### config.mk
export PLATFORM = sky130hd
export DESIGN_NAME = decode_pipe_flat
export DESIGN_NICKNAME = d
export VERILOG_FILES = /design/src/rtl/decode_pipe_if.sv /design/src/rtl/decode_pipe.sv /design/src/flat_wrapper.sv
export SDC_FILE = /design/constraint.sdc
export NUM_CORES = 1
export LEC_CHECK = 0
export CELL_PAD_IN_SITES_DETAIL_PLACEMENT = 1
export CELL_PAD_IN_SITES_GLOBAL_PLACEMENT = 2
export CORE_MARGIN = 10
export CORE_UTILIZATION = 30
export DETAILED_ROUTE_END_ITERATION = 12
export PLACE_DENSITY = 0.87
export SYNTH_ARGS = -nofsm -noshare
export SYNTH_HDL_FRONTEND = slang
export SYNTH_SLANG_ARGS = --single-unit
### constraint.sdc
create_clock -name clk -period 8 [get_ports clk]
set_input_delay 0.8 -clock clk [delete_from_list [all_inputs] [get_ports clk]]
set_output_delay 0.8 -clock clk [all_outputs]
set_load 0.02 [all_outputs]
### src/rtl/decode_pipe_if.sv
// rtl/decode_pipe_if.sv - fetch-side and exec-side handshake bundle for decode_pipe
interface decode_pipe_if #(
   parameter int DATA_W = 32,
   parameter int ADDR_W = 29,
   parameter int NREG   = 32
) ();
   localparam int RIDX = $clog2(NREG);

   logic              in_valid;
   logic              in_ready;
   logic [31:0]       in_cmd;
   logic [ADDR_W-1:0] in_pc;

   logic              out_valid;
   logic              out_ready;
   logic [5:0]        exec_command;
   logic [5:0]        alu_command;
   logic [ADDR_W-1:0] addr;
   logic [DATA_W-1:0] rs;
   logic [DATA_W-1:0] rt;
   logic [DATA_W-1:0] data;
   logic [1:0]        wselector;
   logic [RIDX:0]     rd;

   modport master (
      input  in_valid, in_cmd, in_pc, out_ready,
      output in_ready, out_valid, exec_command, alu_command, addr, rs, rt, data, wselector, rd
   );

   modport slave (
      output in_valid, in_cmd, in_pc, out_ready,
      input  in_ready, out_valid, exec_command, alu_command, addr, rs, rt, data, wselector, rd
   );
endinterface

### src/rtl/decode_pipe.sv
// rtl/decode_pipe.sv - two-stage stallable decode with register scoreboard, writeback bypass and flush
module decode_pipe #(
   parameter int DATA_W = 32,
   parameter int ADDR_W = 29,
   parameter int NREG   = 32
) (
   input  logic                    clk,
   input  logic                    rstn,
   input  logic                    flush,
   decode_pipe_if.master           bus,
   output logic [$clog2(NREG)-1:0] rgreg1,
   output logic [$clog2(NREG)-1:0] rgreg2,
   output logic [$clog2(NREG)-1:0] rfreg1,
   output logic [$clog2(NREG)-1:0] rfreg2,
   input  logic [DATA_W-1:0]       greg_out1,
   input  logic [DATA_W-1:0]       greg_out2,
   input  logic [DATA_W-1:0]       freg_out1,
   input  logic [DATA_W-1:0]       freg_out2,
   input  logic                    wb_valid,
   input  logic [$clog2(NREG):0]   wb_rd,
   input  logic [DATA_W-1:0]       wb_data
);
   localparam int RIDX = $clog2(NREG);
   localparam int NSB  = 2 * NREG;
   localparam logic [5:0] OP_R   = 6'h00;
   localparam logic [5:0] OP_FPU = 6'h01;
   localparam logic [5:0] OP_J   = 6'h02;
   localparam logic [5:0] OP_JAL = 6'h03;

   logic              a_valid_q, a_valid_d;
   logic [31:0]       a_cmd_q, a_cmd_d;
   logic [ADDR_W-1:0] a_pc_q, a_pc_d;
   logic [RIDX-1:0]   rgreg1_q, rgreg1_d, rgreg2_q, rgreg2_d;
   logic [RIDX-1:0]   rfreg1_q, rfreg1_d, rfreg2_q, rfreg2_d;

   logic              b_valid_q, b_valid_d;
   logic [5:0]        b_exec_q, b_exec_d;
   logic [5:0]        b_alu_q, b_alu_d;
   logic [ADDR_W-1:0] b_addr_q, b_addr_d;
   logic [DATA_W-1:0] b_rs_q, b_rs_d;
   logic [DATA_W-1:0] b_rt_q, b_rt_d;
   logic [DATA_W-1:0] b_data_q, b_data_d;
   logic [1:0]        b_wsel_q, b_wsel_d;
   logic [RIDX:0]     b_rd_q, b_rd_d;

   // Indexed by {isFPR, idx}; bit 0 (GPR 0) is held at zero.
   logic [NSB-1:0]    busy_q, busy_d;

   logic [5:0]        op;
   logic [RIDX-1:0]   f_s, f_t, f_d, f_f;
   logic [ADDR_W-1:0] pc_inc;
   logic              src1_en, src2_en;
   logic [RIDX:0]     src1_id, src2_id;
   logic [DATA_W-1:0] dec_rs, dec_rt, dec_data;
   logic [ADDR_W-1:0] dec_addr;
   logic [RIDX:0]     dec_rd;
   logic [1:0]        dec_wsel;
   logic              haz1, haz2, a_adv, in_ready_w, accept, fire;

   function automatic logic [DATA_W-1:0] operand(
      input logic [RIDX:0]     id,
      input logic [DATA_W-1:0] rf_data,
      input logic              byp_v,
      input logic [RIDX:0]     byp_rd,
      input logic [DATA_W-1:0] byp_data
   );
      if (id == '0)
         return '0;
      else if (byp_v && byp_rd == id)
         return byp_data;
      else
         return rf_data;
   endfunction

   assign op     = a_cmd_q[31:26];
   assign f_s    = a_cmd_q[21 +: RIDX];
   assign f_t    = a_cmd_q[16 +: RIDX];
   assign f_d    = a_cmd_q[11 +: RIDX];
   assign f_f    = a_cmd_q[6 +: RIDX];
   assign pc_inc = a_pc_q + {{(ADDR_W-1){1'b0}}, 1'b1};

   always_comb begin
      src1_en  = 1'b0;
      src2_en  = 1'b0;
      src1_id  = '0;
      src2_id  = '0;
      dec_rs   = '0;
      dec_rt   = '0;
      dec_data = '0;
      dec_addr = '0;
      dec_rd   = '0;
      dec_wsel = 2'b00;
      case (op)
         OP_R: begin
            src1_en  = 1'b1;
            src2_en  = 1'b1;
            src1_id  = {1'b0, f_s};
            src2_id  = {1'b0, f_t};
            dec_rs   = operand(src1_id, greg_out1, wb_valid, wb_rd, wb_data);
            dec_rt   = operand(src2_id, greg_out2, wb_valid, wb_rd, wb_data);
            dec_rd   = {1'b0, f_d};
            dec_wsel = 2'b01;
         end
         OP_FPU: begin
            src1_en  = 1'b1;
            src2_en  = 1'b1;
            src1_id  = {1'b1, f_d};
            src2_id  = {1'b1, f_t};
            dec_rs   = operand(src1_id, freg_out1, wb_valid, wb_rd, wb_data);
            dec_rt   = operand(src2_id, freg_out2, wb_valid, wb_rd, wb_data);
            dec_rd   = {1'b1, f_f};
            dec_wsel = 2'b10;
         end
         OP_J: begin
            dec_addr = {{(ADDR_W-26){1'b0}}, a_cmd_q[25:0]};
         end
         OP_JAL: begin
            dec_addr = {{(ADDR_W-26){1'b0}}, a_cmd_q[25:0]};
            dec_rd   = {1'b0, RIDX'(NREG - 1)};
            dec_data = {{(DATA_W-ADDR_W){1'b0}}, pc_inc};
            dec_wsel = 2'b11;
         end
         default: begin
            src1_en  = 1'b1;
            src2_en  = 1'b1;
            src1_id  = {1'b0, f_s};
            src2_id  = {1'b0, f_t};
            dec_rs   = operand(src1_id, greg_out1, wb_valid, wb_rd, wb_data);
            dec_rt   = operand(src2_id, greg_out2, wb_valid, wb_rd, wb_data);
            dec_data = {{(DATA_W-16){a_cmd_q[15]}}, a_cmd_q[15:0]};
            dec_rd   = {1'b0, f_t};
            dec_wsel = 2'b01;
         end
      endcase
   end

   // A source waits on an unretired write, unless that write lands this cycle, or on the producer still in B.
   assign haz1 = src1_en && (src1_id != '0) &&
                 ((busy_q[src1_id] && !(wb_valid && wb_rd == src1_id)) ||
                  (b_valid_q && b_wsel_q != 2'b00 && b_rd_q == src1_id));
   assign haz2 = src2_en && (src2_id != '0) &&
                 ((busy_q[src2_id] && !(wb_valid && wb_rd == src2_id)) ||
                  (b_valid_q && b_wsel_q != 2'b00 && b_rd_q == src2_id));

   assign a_adv      = a_valid_q && !(haz1 || haz2) && (!b_valid_q || bus.out_ready);
   assign in_ready_w = !a_valid_q || a_adv;
   assign accept     = bus.in_valid && in_ready_w && !flush;
   assign fire       = b_valid_q && bus.out_ready;

   always_comb begin
      a_valid_d = a_valid_q;
      a_cmd_d   = a_cmd_q;
      a_pc_d    = a_pc_q;
      rgreg1_d  = rgreg1_q;
      rgreg2_d  = rgreg2_q;
      rfreg1_d  = rfreg1_q;
      rfreg2_d  = rfreg2_q;
      if (flush) begin
         a_valid_d = 1'b0;
      end else if (accept) begin
         a_valid_d = 1'b1;
         a_cmd_d   = bus.in_cmd;
         a_pc_d    = bus.in_pc;
         rgreg1_d  = bus.in_cmd[21 +: RIDX];
         rgreg2_d  = bus.in_cmd[16 +: RIDX];
         rfreg1_d  = bus.in_cmd[11 +: RIDX];
         rfreg2_d  = bus.in_cmd[16 +: RIDX];
      end else if (a_adv) begin
         a_valid_d = 1'b0;
      end
   end

   always_comb begin
      b_valid_d = b_valid_q;
      b_exec_d  = b_exec_q;
      b_alu_d   = b_alu_q;
      b_addr_d  = b_addr_q;
      b_rs_d    = b_rs_q;
      b_rt_d    = b_rt_q;
      b_data_d  = b_data_q;
      b_wsel_d  = b_wsel_q;
      b_rd_d    = b_rd_q;
      if (flush) begin
         b_valid_d = 1'b0;
      end else if (a_adv) begin
         b_valid_d = 1'b1;
         b_exec_d  = op;
         b_alu_d   = a_cmd_q[5:0];
         b_addr_d  = dec_addr;
         b_rs_d    = dec_rs;
         b_rt_d    = dec_rt;
         b_data_d  = dec_data;
         b_wsel_d  = dec_wsel;
         b_rd_d    = dec_rd;
      end else if (fire) begin
         b_valid_d = 1'b0;
      end
   end

   // A set from a fire is applied after the writeback clear so it wins on the same register.
   always_comb begin
      busy_d = busy_q;
      if (wb_valid)
         busy_d[wb_rd] = 1'b0;
      if (fire && b_wsel_q != 2'b00)
         busy_d[b_rd_q] = 1'b1;
      busy_d[0] = 1'b0;
   end

   always_ff @(posedge clk) begin
      if (!rstn) begin
         a_valid_q <= 1'b0;
         a_cmd_q   <= '0;
         a_pc_q    <= '0;
         rgreg1_q  <= '0;
         rgreg2_q  <= '0;
         rfreg1_q  <= '0;
         rfreg2_q  <= '0;
         b_valid_q <= 1'b0;
         b_exec_q  <= '0;
         b_alu_q   <= '0;
         b_addr_q  <= '0;
         b_rs_q    <= '0;
         b_rt_q    <= '0;
         b_data_q  <= '0;
         b_wsel_q  <= '0;
         b_rd_q    <= '0;
         busy_q    <= '0;
      end else begin
         a_valid_q <= a_valid_d;
         a_cmd_q   <= a_cmd_d;
         a_pc_q    <= a_pc_d;
         rgreg1_q  <= rgreg1_d;
         rgreg2_q  <= rgreg2_d;
         rfreg1_q  <= rfreg1_d;
         rfreg2_q  <= rfreg2_d;
         b_valid_q <= b_valid_d;
         b_exec_q  <= b_exec_d;
         b_alu_q   <= b_alu_d;
         b_addr_q  <= b_addr_d;
         b_rs_q    <= b_rs_d;
         b_rt_q    <= b_rt_d;
         b_data_q  <= b_data_d;
         b_wsel_q  <= b_wsel_d;
         b_rd_q    <= b_rd_d;
         busy_q    <= busy_d;
      end
   end

   assign bus.in_ready     = in_ready_w;
   assign bus.out_valid    = b_valid_q;
   assign bus.exec_command = b_exec_q;
   assign bus.alu_command  = b_alu_q;
   assign bus.addr         = b_addr_q;
   assign bus.rs           = b_rs_q;
   assign bus.rt           = b_rt_q;
   assign bus.data         = b_data_q;
   assign bus.wselector    = b_wsel_q;
   assign bus.rd           = b_rd_q;
   assign rgreg1           = rgreg1_q;
   assign rgreg2           = rgreg2_q;
   assign rfreg1           = rfreg1_q;
   assign rfreg2           = rfreg2_q;
endmodule

### src/flat_wrapper.sv
// flat-port wrapper written by rule: the top's interface ports become plain ports
module decode_pipe_flat 
#(
   parameter int DATA_W = 32,
   parameter int ADDR_W = 29,
   parameter int NREG   = 32
)
  (clk, rstn, flush, rgreg1, rgreg2, rfreg1, rfreg2, greg_out1, greg_out2, freg_out1, freg_out2, wb_valid, wb_rd, wb_data, bus_in_valid, bus_in_cmd, bus_in_pc, bus_out_ready, bus_in_ready, bus_out_valid, bus_exec_command, bus_alu_command, bus_addr, bus_rs, bus_rt, bus_data, bus_wselector, bus_rd);
  decode_pipe_if #(.DATA_W(DATA_W), .ADDR_W(ADDR_W), .NREG(NREG)) bus_i ();
  input  logic clk;
  input  logic rstn;
  input  logic flush;
  output logic [$clog2(NREG)-1:0] rgreg1;
  output logic [$clog2(NREG)-1:0] rgreg2;
  output logic [$clog2(NREG)-1:0] rfreg1;
  output logic [$clog2(NREG)-1:0] rfreg2;
  input  logic [DATA_W-1:0] greg_out1;
  input  logic [DATA_W-1:0] greg_out2;
  input  logic [DATA_W-1:0] freg_out1;
  input  logic [DATA_W-1:0] freg_out2;
  input  logic wb_valid;
  input  logic [$clog2(NREG):0] wb_rd;
  input  logic [DATA_W-1:0] wb_data;
  input wire logic [$bits(bus_i.in_valid)-1:0] bus_in_valid;
  input wire logic [$bits(bus_i.in_cmd)-1:0] bus_in_cmd;
  input wire logic [$bits(bus_i.in_pc)-1:0] bus_in_pc;
  input wire logic [$bits(bus_i.out_ready)-1:0] bus_out_ready;
  output wire logic [$bits(bus_i.in_ready)-1:0] bus_in_ready;
  output wire logic [$bits(bus_i.out_valid)-1:0] bus_out_valid;
  output wire logic [$bits(bus_i.exec_command)-1:0] bus_exec_command;
  output wire logic [$bits(bus_i.alu_command)-1:0] bus_alu_command;
  output wire logic [$bits(bus_i.addr)-1:0] bus_addr;
  output wire logic [$bits(bus_i.rs)-1:0] bus_rs;
  output wire logic [$bits(bus_i.rt)-1:0] bus_rt;
  output wire logic [$bits(bus_i.data)-1:0] bus_data;
  output wire logic [$bits(bus_i.wselector)-1:0] bus_wselector;
  output wire logic [$bits(bus_i.rd)-1:0] bus_rd;
  assign bus_i.in_valid = bus_in_valid;
  assign bus_i.in_cmd = bus_in_cmd;
  assign bus_i.in_pc = bus_in_pc;
  assign bus_i.out_ready = bus_out_ready;
  assign bus_in_ready = bus_i.in_ready;
  assign bus_out_valid = bus_i.out_valid;
  assign bus_exec_command = bus_i.exec_command;
  assign bus_alu_command = bus_i.alu_command;
  assign bus_addr = bus_i.addr;
  assign bus_rs = bus_i.rs;
  assign bus_rt = bus_i.rt;
  assign bus_data = bus_i.data;
  assign bus_wselector = bus_i.wselector;
  assign bus_rd = bus_i.rd;
  decode_pipe #(.DATA_W(DATA_W), .ADDR_W(ADDR_W), .NREG(NREG)) u_core (.clk(clk), .rstn(rstn), .flush(flush), .bus(bus_i), .rgreg1(rgreg1), .rgreg2(rgreg2), .rfreg1(rfreg1), .rfreg2(rfreg2), .greg_out1(greg_out1), .greg_out2(greg_out2), .freg_out1(freg_out1), .freg_out2(freg_out2), .wb_valid(wb_valid), .wb_rd(wb_rd), .wb_data(wb_data));
endmodule
# After elaboration in Yosys (flattened, before gate mapping)
# Cells that the tools add are included.
dict set report word_totals {
  ff_bits 287
  inputBits 233
}
dict set report classes {
  add_sub_neg 1
  magnitude_cmp 6
  eq_ne 11
  muxes 29
  bitwise_logic 5
  n_reduce_logical 47
}
# cell n
set ops {}
lappend ops {{2-to-1 mux 32 bit} 6}
lappend ops {{one-hot mux 32 bit (2 select lines)} 3}
lappend ops {{2-to-1 mux 64 bit} 2}
lappend ops {{AND 64 bit} 1}
lappend ops {{NOT 64 bit} 1}
lappend ops {{OR 64 bit} 1}
lappend ops {{equality test 6 bit} 6}
lappend ops {{adder 29 x 1 -> 29 bit (second input constant)} 1}
lappend ops {{less-than comparator 6 x 7 -> 1 bit (second input constant)} 4}
lappend ops {{2-to-1 mux 26 bit} 1}
lappend ops {{one-hot mux 6 bit (2 select lines)} 2}
lappend ops {{one-hot mux 6 bit (4 select lines)} 1}
lappend ops {{logical AND 1 bit} 23}
lappend ops {{binary-select mux 1 bit (select 6 bit)} 2}
lappend ops {{demux 1 bit (select 6 bit)} 2}
lappend ops {{equality test 6 x 2 -> 1 bit (second input constant)} 2}
lappend ops {{equality test 6 x 5 -> 1 bit} 2}
lappend ops {{>= comparator 6 x 1 -> 1 bit (second input constant)} 2}
lappend ops {{nonzero test 6 bit} 2}
lappend ops {{zero test 5 bit} 2}
lappend ops {{2-to-1 mux 1 bit} 9}
lappend ops {{equality test 6 x 1 -> 1 bit (second input constant)} 1}
lappend ops {{zero test 1 bit} 6}
lappend ops {{zero test 6 bit} 1}
lappend ops {{7 further kinds} 16}

# Logic depth before layout (Yosys ltp)
dict set report logic_depth {
  ltp_word 17
  mapped_depth 16
}

# Worst setup path after synthesis
# OpenSTA, ideal clock, no wires.
dict set report synth_timing {
  kind {register to output}
  start {register u_core.a_cmd_q[28]}
  end {output port bus_in_ready}
  arrival_ps 2711
  required_time_ps 7200
  setup_slack_ps 4489
  path_stages_with_launch 12
  cell_sequence {dfxtp_1 or4_1 buf_2 o21ai_4 and2_4 buf_6 mux2i_1 mux4_2 a311oi_2 a21oi_2 a21boi_2 inv_1}
}
dict set report synth_between {
  elab_chain_len 14
  elab_cells_between_ends 36
  classes_between {7 x eq/ne; 7 x mux; 22 x reduce/logical}
}
# item line
set synth_lines {}
lappend synth_lines {{start, declared} decode_pipe.sv:31} ;# logic [31:0] a_cmd_q, a_cmd_d;
lappend synth_lines {{start signal, assigned} decode_pipe.sv:231} ;# a_cmd_q <= a_cmd_d;
lappend synth_lines {{branches (longest 9 deep; another with equality test 6 x 2 -> 1 bit)} --}
lappend synth_lines {{logical OR 1 bit (*)} decode_pipe.sv:145} ;# assign a_adv = a_valid_q && !(haz1 || haz2) && (!b_valid_q || bus.out_ready);
lappend synth_lines {{zero test 1 bit (*)} decode_pipe.sv:145}
lappend synth_lines {{logical AND 1 bit (*) (2 in a row)} decode_pipe.sv:145}
lappend synth_lines {{logical OR 1 bit (*)} decode_pipe.sv:146} ;# assign in_ready_w = !a_valid_q || a_adv;
lappend synth_lines {{end, declared} flat_wrapper.sv:28} ;# output wire logic [$bits(bus_i.in_ready)-1:0] bus_in_ready;
# Every way passes the cells marked *. The select of a mux whose other input is x is not followed.

# Worst setup path after layout
dict set report layout_timing {
  start {register u_core.a_cmd_q[27]}
  end {output port bus_in_ready}
}
# The elaborated chain is that of the path after synthesis.

==> flow_metrics.tcl <==
set metrics [dict create \
    synth_common_cells "nand2_1 (318), dfxtp_1 (266), mux2i_1 (213)" \
    tns_ps 0 \
    endpoint_kind "output pin" \
    clkLatencyLatePin_ps 600 \
    vias 15788 \
    pin_count 400 \
    synth-async-reset-ratio 0 \
    reg2reg_to "u_core.a_pc_q[26]$_SDFFE_PN0P_" \
    cts.sinks 266 \
    antenna_found_initial 4 \
    synth_edf_count 0 \
    wl_per_cell_um 25.7 \
    worst-path-buf-inv 2 \
    routed_wl_um 73400 \
    yosysSeqAreaShare 0.350 \
    cts.path.max_buffers 3 \
    fin_area_um2 20500 \
    worst_clock_skew_ps 14.8 \
    start_util 0.304 \
    crit_chain "nor2b_1, and3_1, nor2_2, mux2_2, a32oi_1, nand4_1, o311ai_2, a21boi_2, inv_1, clkdlybuf4s50_1" \
    grt_pass1_vias 16120 \
    rsz0062_at_grt "no" \
    multi_input_area_um2 8960 \
    r2r_slack_ps 2520 \
    ys_ff_latch 266 \
    post_cts.repair.setup_buffers 0 \
    cts_buffers 31 \
    r2r_start "u_core.a_cmd_q[27]$_SDFFE_PN0P_" \
    holdPathStages 2 \
    crit_slowest_cell "dfxtp_1" \
    root_buffer "clkbuf_16" \
    portBuffers 396 \
    maxCapViolCount 0 \
    avgSynthCellArea_um2 8.03 \
    fin_crit_sh 0.747 \
    nets 2387 \
    status "finished clean" \
    grt_usage 0.232 \
    p_leak_uw 0.00714 \
    seq_area_um2 5330 \
    max-vdd-ir-drop_uv 170 \
    min-delay-start "u_core.bus.rs[26]$_SDFFE_PN0P_" \
    area_delta_synth_final_pct 34.4 \
    drv_slew 0 \
    synth_top_area_share 0.350 \
    dpl_cell_area_um2 19300 \
    synth.distinct_cells 80 \
    synth.largest_area_cell "dfxtp_1" \
    synth.area.top_cells "dfxtp_1 (35%), mux2i_1 (14%), nand2_1 (7.8%)" \
    viasPerCell 5.53 \
    drive_gt1_frac 0.0519 \
    cts_tree "yes" \
    die_w_um 245 \
    tightestPinTransition_ps 1170 \
    hold_buffers 0 \
    power_density_nw_per_um2 172 \
    worst_setup_path_start_kind "flip-flop" \
    synth.most_common_cell "nand2_1" \
    critical_path_class "reg -> out" \
    die_y_um 245 \
    nFillCells 5867 \
    drtIter0Drc 1108 \
    drcViolationCount 0 \
    ys_warn_count 0 \
    grt_start_max_net_pins 244 \
    htree_levels 1 \
    final_hold_viol_count 0 \
    crit_arrival_ps 5180 \
    slew_headroom 0.214 \
    cts_resized 0 \
    finalWeightedCongestion 0.963 \
    ant_nets 0 \
    crit_family "simple AND/OR/NAND/NOR gates" \
    path_max_fanout 26 \
    hold_path.class "reg -> reg" \
    dieArea_um2 60200 \
    syn_inst 1896 \
    netlist_area_um2 15200 \
    worst-r2r-cell-count 12 \
    overflow 0 \
    clkTransAtPathRegs_ps 60 \
    period_needed_ps 5980 \
    worstHoldEndpoint "u_core.bus.rs[26]$_SDFFE_PN0P_" \
    setup_viol 0 \
    required_ps 7200 \
    cpPeakStageDelay_ps 870 \
    grt_pass1_wl_um 108000 \
    first_pass_iters 5 \
    core_area_um2 50200 \
    timing.fmax_mhz 167 \
    num_rows 82 \
    dp_hpwl_um 55000 \
    synth_flop_cell "dfxtp_1" \
]
state kept, by name, indices dropped and copies added, names as in the netlist:
name and count:
u_core.bus.wselector 2, u_core.bus.rt 32, u_core.a_pc_q 29, u_core.bus.addr 26
u_core.bus.rd 6, u_core.bus.alu_command 6, u_core.bus.exec_command 6, u_core.a_cmd_q 20
u_core.rfreg1 4, u_core.bus.out_valid 1, u_core.bus.data 30, u_core.rgreg1 4
u_core.rgreg2 4, u_core.busy_q 63, u_core.a_valid_q 1, u_core.bus.rs 32
cell usage in the layout (no fill, tap or decap), drive strengths merged, types with 7 or more instances in the layout:
| cell | synthesis | layout |
|---|---|---|
| nor2b | 11 | 11 |
| a211oi | 10 | 10 |
| a21boi | 47 | 47 |
| nand4 | 16 | 16 |
| xnor2 | 17 | 17 |
| nand2 | 319 | 319 |
| and3 | 13 | 13 |
| o22ai | 72 | 72 |
| nand3 | 176 | 176 |
| clkbuf | 122 | 43 |
| nand2b | 9 | 9 |
| xor2 | 32 | 32 |
| o31ai | 29 | 29 |
| nand4b | 7 | 7 |
| mux4 | 8 | 8 |
| nor3 | 9 | 9 |
| o21ai | 257 | 257 |
| a21oi | 16 | 16 |
| nand3b | 11 | 11 |
| nor4 | 8 | 8 |
| bufinv | 0 | 7 |
| and2 | 31 | 31 |
| inv | 7 | 9 |
| nor2 | 26 | 26 |
| clkdlybuf4s50 | 0 | 395 |
| mux2i | 213 | 213 |
| clkinv | 1 | 7 |
| buf | 76 | 25 |
| dfxtp | 266 | 266 |
tightest hold or removal path, stage by stage, from the launching register on:
cell and delay, ps:
dfxtp_1 310, nand3_1 60, o21ai_1 50
how the worst max path moves through the flow:
stage | startpoint | endpoint | cells after the start
after floorplan | u_core.a_cmd_q[28]$_SDFFE_PN0P_ | bus_in_ready | 11
after global placement | u_core.a_cmd_q[27]$_SDFFE_PN0P_ | u_core.a_pc_q[27]$_SDFFE_PN0P_ | 12
after detailed placement | u_core.a_cmd_q[27]$_SDFFE_PN0P_ | u_core.a_pc_q[0]$_SDFFE_PN0P_ | 12
after CTS | u_core.a_cmd_q[27]$_SDFFE_PN0P_ | bus_in_ready | 10
after global routing | u_core.a_cmd_q[27]$_SDFFE_PN0P_ | bus_in_ready | 10
final | u_core.a_cmd_q[27]$_SDFFE_PN0P_ | bus_in_ready | 10
report_power, final:
part | total, µW | internal (µW) | switching (µW)
registers | 1380 | 1350 | 33.9
logic | 542 | 237 | 305
clock network | 1600 | 987 | 615
routing by layer:
| layer | global-route usage | vias to the layer above | routed length [µm] |
|---|---|---|---|
| met5 | 0 | - | 0 |
| met3 | 0.0430 | 99 | 4380 |
| met4 | 0.0722 | 0 | 2070 |
| met2 | 0.390 | 491 | 35200 |
| li1 | - | 7309 | - |
| met1 | 0.294 | 7889 | 31700 |
cells by family (layout without fill, tap and decap cells):
family                   after synthesis  in the layout  share of synthesized area
AND/OR/NAND/NOR                      667            667                      0.208
AO/OA/AOI/OAI                        480            480                      0.192
flip-flops                           266            266                      0.350
multiplexers                         226            226                      0.155
buffers and inverters                206            486                     0.0651
XOR/XNOR                              49             49                     0.0282
adder cells (fa/ha/maj)                1              1                   0.000821
other                                  1              7                   0.000246
through the flow:
stage	hold slack, ps	utilization	cells	setup slack, ps	power [µW]
after CTS	460	0.408	2850	2130	3560
after detailed placement	451	0.385	2792	2650	1950
after global placement	444	0.385	2792	2880	1940
after global routing	484	0.408	2854	1830	3650
after floorplan	446	-	1898	4490	1690
final	457	0.408	2854	2020	3530
cell type report:
type	count	share of cell area
multi-input cells	1426	0.437
flip-flops and latches	266	0.260
repair buffers	420	0.204
clock buffers	43	0.0425
well taps	672	0.0411
clock inverters	15	0.0131
inverters	8	0.00147
diodes	4	0.000489
Power figures use the tool's default switching activity.
